$ cat config.mk
export PLATFORM = sky130hd
export DESIGN_NAME = timer_seq_ctrl
export DESIGN_NICKNAME = d
export VERILOG_FILES = /design/src/rtl/timer_seq_pkg.sv /design/src/rtl/timer_seq_table.sv /design/src/rtl/timer_seq_ctrl.sv
export SDC_FILE = /design/constraint.sdc
export NUM_CORES = 1
export LEC_CHECK = 0
export ABC_AREA = 1
export BUFFER_PORTS_ARGS = -buffer_cell sky130_fd_sc_hd__buf_2
export CORE_MARGIN = 2
export CORE_UTILIZATION = 58
export DETAILED_ROUTE_END_ITERATION = 8
export GPL_TIMING_DRIVEN = 0
export MAX_ROUTING_LAYER = met4
export PLACE_DENSITY_LB_ADDON = 0.25
export SETUP_SLACK_MARGIN = 0.02
export SKIP_LAST_GASP = 1
export SYNTH_ARGS = -nofsm -noshare
export SYNTH_HDL_FRONTEND = slang
export SYNTH_SLANG_ARGS = --single-unit
$ cat constraint.sdc
create_clock -name i_clk -period 8.2 [get_ports i_clk]
set_input_delay 0.82 -clock i_clk [delete_from_list [all_inputs] [get_ports i_clk]]
set_output_delay 0.82 -clock i_clk [all_outputs]
set_load 0.05 [all_outputs]
$ cat src/rtl/timer_seq_pkg.sv
// Shared types and constants for the timer sequencer: FSM states, the
// step-table entry layout and the timer control-word bit positions.
package timer_seq_pkg;

    // Timer control word layout (bits not listed here are always driven 0).
    localparam int CTRL_W       = 9;
    localparam int CTRL_EN      = 0;
    localparam int CTRL_SINGLE  = 4;
    localparam int CTRL_INTE    = 5;
    localparam int CTRL_CNTRRST = 7;

    // Widest repeat count an entry can hold; narrower RPT_W values zero-extend.
    localparam int RPT_MAX_W = 32;

    // Control word while parked: counter held in reset, everything else off.
    localparam logic [CTRL_W-1:0] CTRL_IDLE = CTRL_W'(1) << CTRL_CNTRRST;

    typedef enum logic [1:0] {
        ST_IDLE = 2'd0,
        ST_LOAD = 2'd1,
        ST_RUN  = 2'd2,
        ST_DONE = 2'd3
    } seq_state_e;

    typedef struct packed {
        logic [31:0]          hrc;
        logic [31:0]          lrc;
        logic [RPT_MAX_W-1:0] rpt;
    } step_t;

    // Control word while counting: free-running (not single-shot), optional interrupt.
    function automatic logic [CTRL_W-1:0] run_ctrl(input logic inte);
        logic [CTRL_W-1:0] w;
        w               = '0;
        w[CTRL_EN]      = 1'b1;
        w[CTRL_SINGLE]  = 1'b0;
        w[CTRL_INTE]    = inte;
        return w;
    endfunction

endpackage

$ cat src/rtl/timer_seq_table.sv
// Step table: register file of step_t entries, one synchronous write port and
// one asynchronous read port. Contents survive reset so software need not
// reprogram the table after a controller reset.
module timer_seq_table
    import timer_seq_pkg::*;
#(
    parameter int N_STEPS = 4
) (
    input  logic                       i_clk,
    input  logic                       we,
    input  logic [$clog2(N_STEPS)-1:0] waddr,
    input  step_t                      wdata,
    input  logic [$clog2(N_STEPS)-1:0] raddr,
    output step_t                      rdata
);

    step_t mem [N_STEPS];

    // Write port. NOTE: storage arrays carry no reset; that keeps them mappable
    // to plain flops/RAM and lets the table outlive a controller reset.
    always_ff @(posedge i_clk) begin
        if (we) begin
            mem[waddr] <= wdata;
        end
    end

    assign rdata = mem[raddr];

endmodule

$ cat src/rtl/timer_seq_ctrl.sv
// Timer sequencer: walks a table of {hrc, lrc, repeat} steps, reprogramming an
// external timer's reference registers on the exact edge each period restarts.
module timer_seq_ctrl
    import timer_seq_pkg::*;
#(
    parameter int N_STEPS = 4,
    parameter int RPT_W   = 16
) (
    input  logic                       i_clk,
    input  logic                       i_rst,
    input  logic                       cfg_we,
    input  logic [$clog2(N_STEPS)-1:0] cfg_idx,
    input  logic [31:0]                cfg_hrc,
    input  logic [31:0]                cfg_lrc,
    input  logic [RPT_W-1:0]           cfg_rpt,
    input  logic [$clog2(N_STEPS):0]   num_steps,
    input  logic [31:0]                start_ofs,
    input  logic                       loop_en,
    input  logic                       int_en,
    input  logic                       start,
    input  logic                       abort,
    input  logic [31:0]                timer_cntr_Reg,
    output logic [31:0]                timer_hrc_Reg,
    output logic [31:0]                timer_lrc_Reg,
    output logic [CTRL_W-1:0]          timer_ctrl_Reg,
    output logic                       timer_cntr_Reg_sel,
    output logic [31:0]                wb_data_reg_out,
    output logic                       busy,
    output logic [$clog2(N_STEPS)-1:0] step_idx,
    output logic                       done
);

    localparam int IDX_W = $clog2(N_STEPS);
    localparam int CNT_W = IDX_W + 1;
    localparam logic [CNT_W-1:0] NUM_MAX = CNT_W'(N_STEPS);

    seq_state_e         state;
    logic [RPT_W-1:0]   rpt_cnt;
    logic [31:0]        cur_rpt;
    step_t              wr_entry;
    step_t              rd_entry;
    logic [IDX_W-1:0]   rd_addr;
    logic [CNT_W-1:0]   step_plus1;
    logic               num_ok;
    logic               last_step;
    logic               period_end;
    logic               rpt_done;

    assign wr_entry = '{hrc: cfg_hrc, lrc: cfg_lrc, rpt: RPT_MAX_W'(cfg_rpt)};

    timer_seq_table #(.N_STEPS(N_STEPS)) u_table (
        .i_clk (i_clk),
        .we    (cfg_we),
        .waddr (cfg_idx),
        .wdata (wr_entry),
        .raddr (rd_addr),
        .rdata (rd_entry)
    );

    assign num_ok     = (num_steps != '0) && (num_steps <= NUM_MAX);
    assign step_plus1 = CNT_W'(step_idx) + CNT_W'(1);
    assign last_step  = step_plus1 >= num_steps;
    assign period_end = timer_ctrl_Reg[CTRL_EN] && (timer_cntr_Reg == timer_lrc_Reg);
    assign rpt_done   = 32'(rpt_cnt) >= cur_rpt;

    // The single read port always points at the entry to load on the next switch.
    assign rd_addr = (state == ST_RUN && !last_step) ? step_idx + IDX_W'(1) : '0;

    // Sequencer FSM; every output is registered so reference switches land on
    // the same edge the timer restarts. NOTE: all state here updates with <=
    // so every branch sees pre-edge values regardless of statement order.
    always_ff @(posedge i_clk) begin
        if (i_rst) begin
            state              <= ST_IDLE;
            timer_ctrl_Reg     <= CTRL_IDLE;
            timer_hrc_Reg      <= '0;
            timer_lrc_Reg      <= '0;
            wb_data_reg_out    <= '0;
            timer_cntr_Reg_sel <= 1'b0;
            step_idx           <= '0;
            rpt_cnt            <= '0;
            cur_rpt            <= '0;
            busy               <= 1'b0;
            done               <= 1'b0;
        end else begin
            timer_cntr_Reg_sel <= 1'b0;
            done               <= 1'b0;
            if (abort) begin
                state          <= ST_IDLE;
                timer_ctrl_Reg <= CTRL_IDLE;
                busy           <= 1'b0;
            end else begin
                case (state)
                    ST_IDLE: begin
                        timer_ctrl_Reg <= CTRL_IDLE;
                        busy           <= 1'b0;
                        if (start && num_ok) begin
                            timer_hrc_Reg      <= rd_entry.hrc;
                            timer_lrc_Reg      <= rd_entry.lrc;
                            cur_rpt            <= rd_entry.rpt;
                            step_idx           <= '0;
                            rpt_cnt            <= '0;
                            wb_data_reg_out    <= start_ofs;
                            timer_cntr_Reg_sel <= 1'b1;
                            timer_ctrl_Reg     <= '0;
                            busy               <= 1'b1;
                            state              <= ST_LOAD;
                        end
                    end
                    ST_LOAD: begin
                        timer_ctrl_Reg <= run_ctrl(int_en);
                        state          <= ST_RUN;
                    end
                    ST_RUN: begin
                        timer_ctrl_Reg <= run_ctrl(int_en);
                        if (period_end) begin
                            if (!rpt_done) begin
                                rpt_cnt <= rpt_cnt + RPT_W'(1);
                            end else if (!last_step || loop_en) begin
                                timer_hrc_Reg <= rd_entry.hrc;
                                timer_lrc_Reg <= rd_entry.lrc;
                                cur_rpt       <= rd_entry.rpt;
                                step_idx      <= rd_addr;
                                rpt_cnt       <= '0;
                            end else begin
                                timer_ctrl_Reg <= CTRL_IDLE;
                                busy           <= 1'b0;
                                done           <= 1'b1;
                                state          <= ST_DONE;
                            end
                        end
                    end
                    ST_DONE: begin
                        timer_ctrl_Reg <= CTRL_IDLE;
                        state          <= ST_IDLE;
                    end
                    default: begin
                        timer_ctrl_Reg <= CTRL_IDLE;
                        busy           <= 1'b0;
                        state          <= ST_IDLE;
                    end
                endcase
            end
        end
    end

endmodule

==> flow_summary.toml, run 1 <==
[cells_and_area]
drive_above_1_share_pct = 22.57
final_cell_mix = "nand2_1 (340), edfxtp_1 (320), buf_2 (290), nor2_1 (272), dfxtp_1 (138)"
syn2layout_area_growth_pct = 20.05
final_nets = 2422
stdcell_area_sq_mm = 0.02349
fin_cells = 2736
fill_cells = 2414
final_common_cell = "nand2_1"

[synthesis]
yosys.area.top_type = "edfxtp_1"
syn_inst = 1894
ys_seq_area_share_pct = 63.22
synthMuxAreaShare_pct = 0
yosys_most_used_dff = "edfxtp_1"
synth_top_family_by_area = "simple AND/OR/NAND/NOR gates"
syn_area_sq_mm = 0.01957
yosys-top-cells-area = "edfxtp_1 (49%), dfxtp_1 (14%), nand2_1 (6.5%), nor2_1 (5.2%), inv_1 (2.6%)"
synth-simple-area-share_pct = 20.70
ys_seq_elements = 458
async_reset_ff_share_pct = 0
synth-xor-area-share_pct = 0.9398
synth-adder-area-share_pct = 1.662
synth-compound-area-share_pct = 7.711
synth_top_area_share_pct = 49.10
syn_area_per_cell_sq_um = 10.33
synth_edf_count = 320
ys_types = 39
ys_warn_count = 0

[critical_path]
crit_path_end_kind = "register"
worstSetupStartpointType = "register"
reg2reg_slack_ps = 4850
worstPathMaxFanout = 10
worstPathRequired_ps = 8630
r2r_cells = 12
path_class = "register to register"
arrival_ps = 3780

[global_route]
overflow = 0
grt_use_met1_pct = 37.60
track_usage_pct = 30.45
grt-busiest-layer = "met2"
grt_pass1_vias = 15030
grtUsageMet2_pct = 49.97
grt_max_degree = 16
antenna_found_initial = 11
grt_pass1_wl_microns = 80960
grt_use_met3_pct = 5.128

[die]
die_h_microns = 187.7
fp.dieW_microns = 187.7
rows = 67
ios = 266
initial_core_util_pct = 58.66
design.core.area_sq_mm = 0.03336
die_area_sq_mm = 0.03523

[timing]
rsz0062_at_grt = "no"
slew_viol_final = 0
slew_headroom_pct = 38.43
skew_ps = 21.80
tns_ps = 0
hold_viol_final = 0
whs_ps = 459.1
finalSetupViolCount = 0
period_share_pct = 40.85
min_period_ps = 3350
fin_ws_ps = 4850
worst_slew_pin_slew_ps = 918.6
timing.fmax_ghz = 0.2985

[clock_network]
tritoncts = "done"
ctsResizeCount = 0
h-tree-depth = 2
cts_buffer_depth = 3
clk_pin_slew_worst_paths_ps = 60
cts_root_buffer = "clkbuf_16"
hold_buffers = 0
numCtsBuffers = 46
worstSkewPairLatency_ps = 550
cts.sink_count = 458
cts_setup_buffers = 0

[drt]
via_per_inst = 5.609
drc_errors = 0
firstDrtPassIters = 8
initialDrtViolationCount = 1419
post_drt_wl_per_cell_microns = 19.41
drt-total-wl_microns = 53120
dr_total_vias = 15350
ant_nets = 0

[flow_run]
maxCapViolCount = 0

[power]
p_per_area_mw_per_mm2 = 247.3
peakVddDrop_mv = 0.2073
p_leak_nw = 9.681

[placed_design]
place_ws_ps = 4750
dp.cells = 2640
place_congestion = 0.9417
place_area_sq_mm = 0.02187
port_buffers = 258
dp_hpwl_microns = 36780

[min_path]
hp-class = "register to register"
hold_path_depth = 2

[status]
outcome = "completed"
-- power by group --
part           internal (mW)  switching, mW  total [mW]
clock                   1.30          0.865        2.17
combinational          0.273          0.668       0.941
sequential              2.62         0.0749        2.70
total                   4.20           1.61        5.81
-- sequential cells by signal, summed over array words and instances (netlist names), 2 cells and up --
register / cells
u_table.mem: 320
timer_hrc_Reg: 32
timer_lrc_Reg: 32
wb_data_reg_out: 32
cur_rpt: 16
rpt_cnt: 16
timer_ctrl_Reg: 3
state: 2
step_idx: 2
-- critical path, stage by stage (launching register included) --
cell and delay (ps):
dfxtp_1 560, ha_1 380, ha_1 320, nand3_1 100, nand3_1 170, nor2_4 300, nand2_2 220, buf_2 310
clkbuf_1 300, o21ai_0 260, nand2_1 120, nor2_1 120, nor2_1 50
-- stage by stage --
step           util (%)  power [mW]
3_5_place_dp      65.55       3.670
5_1_grt           70.42       6.008
6_report          70.42       5.810
2_1_floorplan         -       3.366
3_3_place_gp      64.26       3.643
4_1_cts           70.33       5.812
-- layer usage --
| layer | share of wire [%] | up-vias |
|---|---|---|
| met1 | 39 | 7330 |
| met5 | 0 | - |
| met3 | 8.3 | 105 |
| met2 | 49 | 732 |
| li1 | - | 7178 |
| met4 | 3.3 | 0 |
-- cell usage after synthesis (6+ instances only) --
cell type	instances
nand2_1	340
edfxtp_1	320
nor2_1	272
dfxtp_1	138
inv_1	136
o21ai_0	76
or2_2	73
nand4_1	66
clkbuf_1	62
nand3_1	61
a21oi_1	60
nand3b_1	49
o2111ai_1	48
o211ai_1	33
buf_2	32
ha_1	26
buf_4	14
o21bai_1	13
xnor2_1	13
xor2_1	8
buf_6	7
nor3_1	7
or2_1	7
inv_2	6
-- kinds of logic (layout without fill, tap and decap cells) --
| logic type | Yosys count | count (layout) |
|---|---|---|
| other | 1 | 17 |
| buffers and inverters | 261 | 639 |
| flip-flops | 458 | 458 |
| AO/OA/AOI/OAI | 238 | 238 |
| XOR/XNOR | 21 | 21 |
| AND/OR/NAND/NOR | 889 | 889 |
| adder cells (fa/ha/maj) | 26 | 26 |
-- layout make-up --
| class | count | area (sq um) | area share [%] |
|---|---|---|---|
| tap | 448 | 560.5 | 2.386 |
| inverter | 142 | 533.0 | 2.269 |
| sequential | 458 | 12370 | 52.66 |
| clock inverter | 20 | 175.2 | 0.7456 |
| multi-input combinational | 1180 | 6112 | 26.02 |
| antenna | 11 | 27.53 | 0.1172 |
| clock buffer | 65 | 1421 | 6.050 |
| buffer | 119 | 591.8 | 2.519 |
| timing repair buffer | 293 | 1700 | 7.238 |
-- worst paths after layout --
kind | endpoint | start
worst max-delay path | cur_rpt[13] | step_idx[0]
worst min-delay path | timer_hrc_Reg[27] | timer_hrc_Reg[27]
worst max register to register | cur_rpt[13] | step_idx[0]
worst min register to register | timer_hrc_Reg[27] | timer_hrc_Reg[27]
No activity file was read; power rests on OpenSTA's default activity.
==> inputs of run 2 (changes only) <==
==> constraint.sdc (replaced) <==
create_clock -name i_clk -period 3.3 [get_ports i_clk]
set_input_delay 0.33 -clock i_clk [delete_from_list [all_inputs] [get_ports i_clk]]
set_output_delay 0.33 -clock i_clk [all_outputs]
set_load 0.05 [all_outputs]
==> flow_summary.toml, run 2 (synthesis gave the netlist of run 1 again) <==
[status]
outcome = "completed"

[min_path]
min_from = "cfg_rpt[10]"
hold_end = "u_table.mem[3][10]"
hold_path_depth = 1
hp-class = "input port to register"

[timing]
fin_ws_ps = 157.6
finalSetupViolCount = 0
worst_slew_pin_slew_ps = 933.2
skew_ps = 13.92
tns_ps = 0
period_share_pct = 95.22
slew_headroom_pct = 37.59
whs_ps = 10.97
rsz0062_at_grt = "yes"
slew_viol_final = 0
hold_viol_final = 0
min_period_ps = 3142
timing.fmax_ghz = 0.3182

[critical_path]
reg2reg_slack_ps = 160
worstPathRequired_ps = 3750
path_class = "register to register"
rr_endpoint = "timer_lrc_Reg[11]"
crit_path_end_kind = "register"
r2r_cells = 12
worstPathMaxFanout = 10
r2r-start = "step_idx[1]"
worstSetupStartpointType = "register"
arrival_ps = 3590

[global_route]
track_usage_pct = 31.05
grt_max_degree = 19
grt_pass1_wl_microns = 82730
overflow = 0
antenna_found_initial = 4
grt_pass1_vias = 15230

[clock_network]
worstSkewPairLatency_ps = 550
numCtsBuffers = 46
cts_root_buffer = "clkbuf_16"
cts_buffer_depth = 3
h-tree-depth = 2
clk_pin_slew_worst_paths_ps = 60
tritoncts = "done"
cts.sink_count = 458

[die]
ios = 266
rows = 67
initial_core_util_pct = 58.66
die_area_sq_mm = 0.03523
die_h_microns = 187.7
fp.dieW_microns = 187.7
design.core.area_sq_mm = 0.03336

[cells_and_area]
syn2layout_area_growth_pct = 23.51
final_cell_mix = "nand2_1 (340), edfxtp_1 (320), buf_2 (290), nor2_1 (272), dfxtp_1 (137)"
drive_above_1_share_pct = 21.87
largest_register_ffs = 320
final_core_util_pct = 72.45
final_common_cell = "nand2_1"
final_nets = 2471
top_register = "u_table.mem"

[power]
peakVddDrop_mv = 0.4964
p_per_area_mw_per_mm2 = 599.0
p_leak_nw = 9.934

[drt]
firstDrtPassIters = 6
dr_total_vias = 15540
drt-total-wl_microns = 53410
post_drt_wl_per_cell_microns = 19.22
initialDrtViolationCount = 1434
drc_errors = 0
via_per_inst = 5.591
ant_nets = 0

[placed_design]
port_buffers = 258
dp_hpwl_microns = 36340
place_ws_ps = 25.78
place_congestion = 0.9252

[flow_run]
maxCapViolCount = 0
run 2: cell count changes in the layout (fill, tap and decap cells not counted), moves of 3 or more:
cell / change
nor3_4: +4
buf_16: +13
buf_6: -27
nor3_2: -4
clkinv_2: +4
diode_2: -7
dlygate4sd3_1: +61
clkinv_1: -3
clkbuf_16: -5
run 2: routing by layer:
layer	wire [microns]	global-route usage (%)	up-vias
met1	21110	39.23	7375
met4	1974	12.57	0
li1	-	-	7279
met5	0	-	-
met2	26010	50.84	746
met3	4307	4.417	137
run 2: critical path: stages (launching register included):
cell	delay [ps]
dfxtp_1	450
ha_1	360
ha_1	320
nand3_1	90
nand3_1	180
nor2_4	270
nand2_2	190
buf_2	310
clkbuf_1	310
o21ai_0	280
nand2_1	110
nor2_1	110
nor2_1	50
run 2: where the power goes:
part	internal [mW]	switching [mW]	leakage (nW)
Clock	3.16	2.19	0.773
Sequential	6.52	0.190	4.07
Combinational	0.740	1.68	5.09
Total	10.4	4.06	9.93
run 2: final cells by class:
class | count | area (sq um)
Sequential cell | 458 | 12370
Inverter | 142 | 533.0
Tap cell | 448 | 560.5
Buffer | 119 | 594.3
Timing Repair Buffer | 342 | 2387
Antenna cell | 4 | 10.01
Clock buffer | 59 | 1282
Fill cell | 2288 | 9193
Multi-Input combinational cell | 1180 | 6137
Clock inverter | 27 | 294.0
run 2: worst max path at each step:
stage	cells past startpoint	slack, ps	end	start
after global routing	13	0.5	cur_rpt[0]	step_idx[1]
after floorplan	2	-700	u_table.mem[3][0]	cfg_idx[1]
after detailed placement	12	30	cur_rpt[4]	step_idx[0]
after global placement	3	-3240	u_table.mem[1][76]	cfg_idx[0]
after CTS	12	130	cur_rpt[4]	step_idx[1]
final	12	160	timer_lrc_Reg[11]	step_idx[1]
run 2: through the flow:
step | area, sq um | std cells | total power, mW
floorplan | 19610 | 1899 | 8.354
global placement | 21460 | 2605 | 9.039
detailed placement | 21950 | 2625 | 9.140
CTS | 24140 | 2772 | 14.48
global route | 24170 | 2779 | 14.97
finish | 24170 | 2779 | 14.48
run 2: repair_timing:
item	CTS	global route
buffers inserted	0	3
endpoints found under the setup margin	3	26
gates resized for setup	1	4
pin swaps	0	1
hold buffers	61	0
hold endpoints to repair	244	0
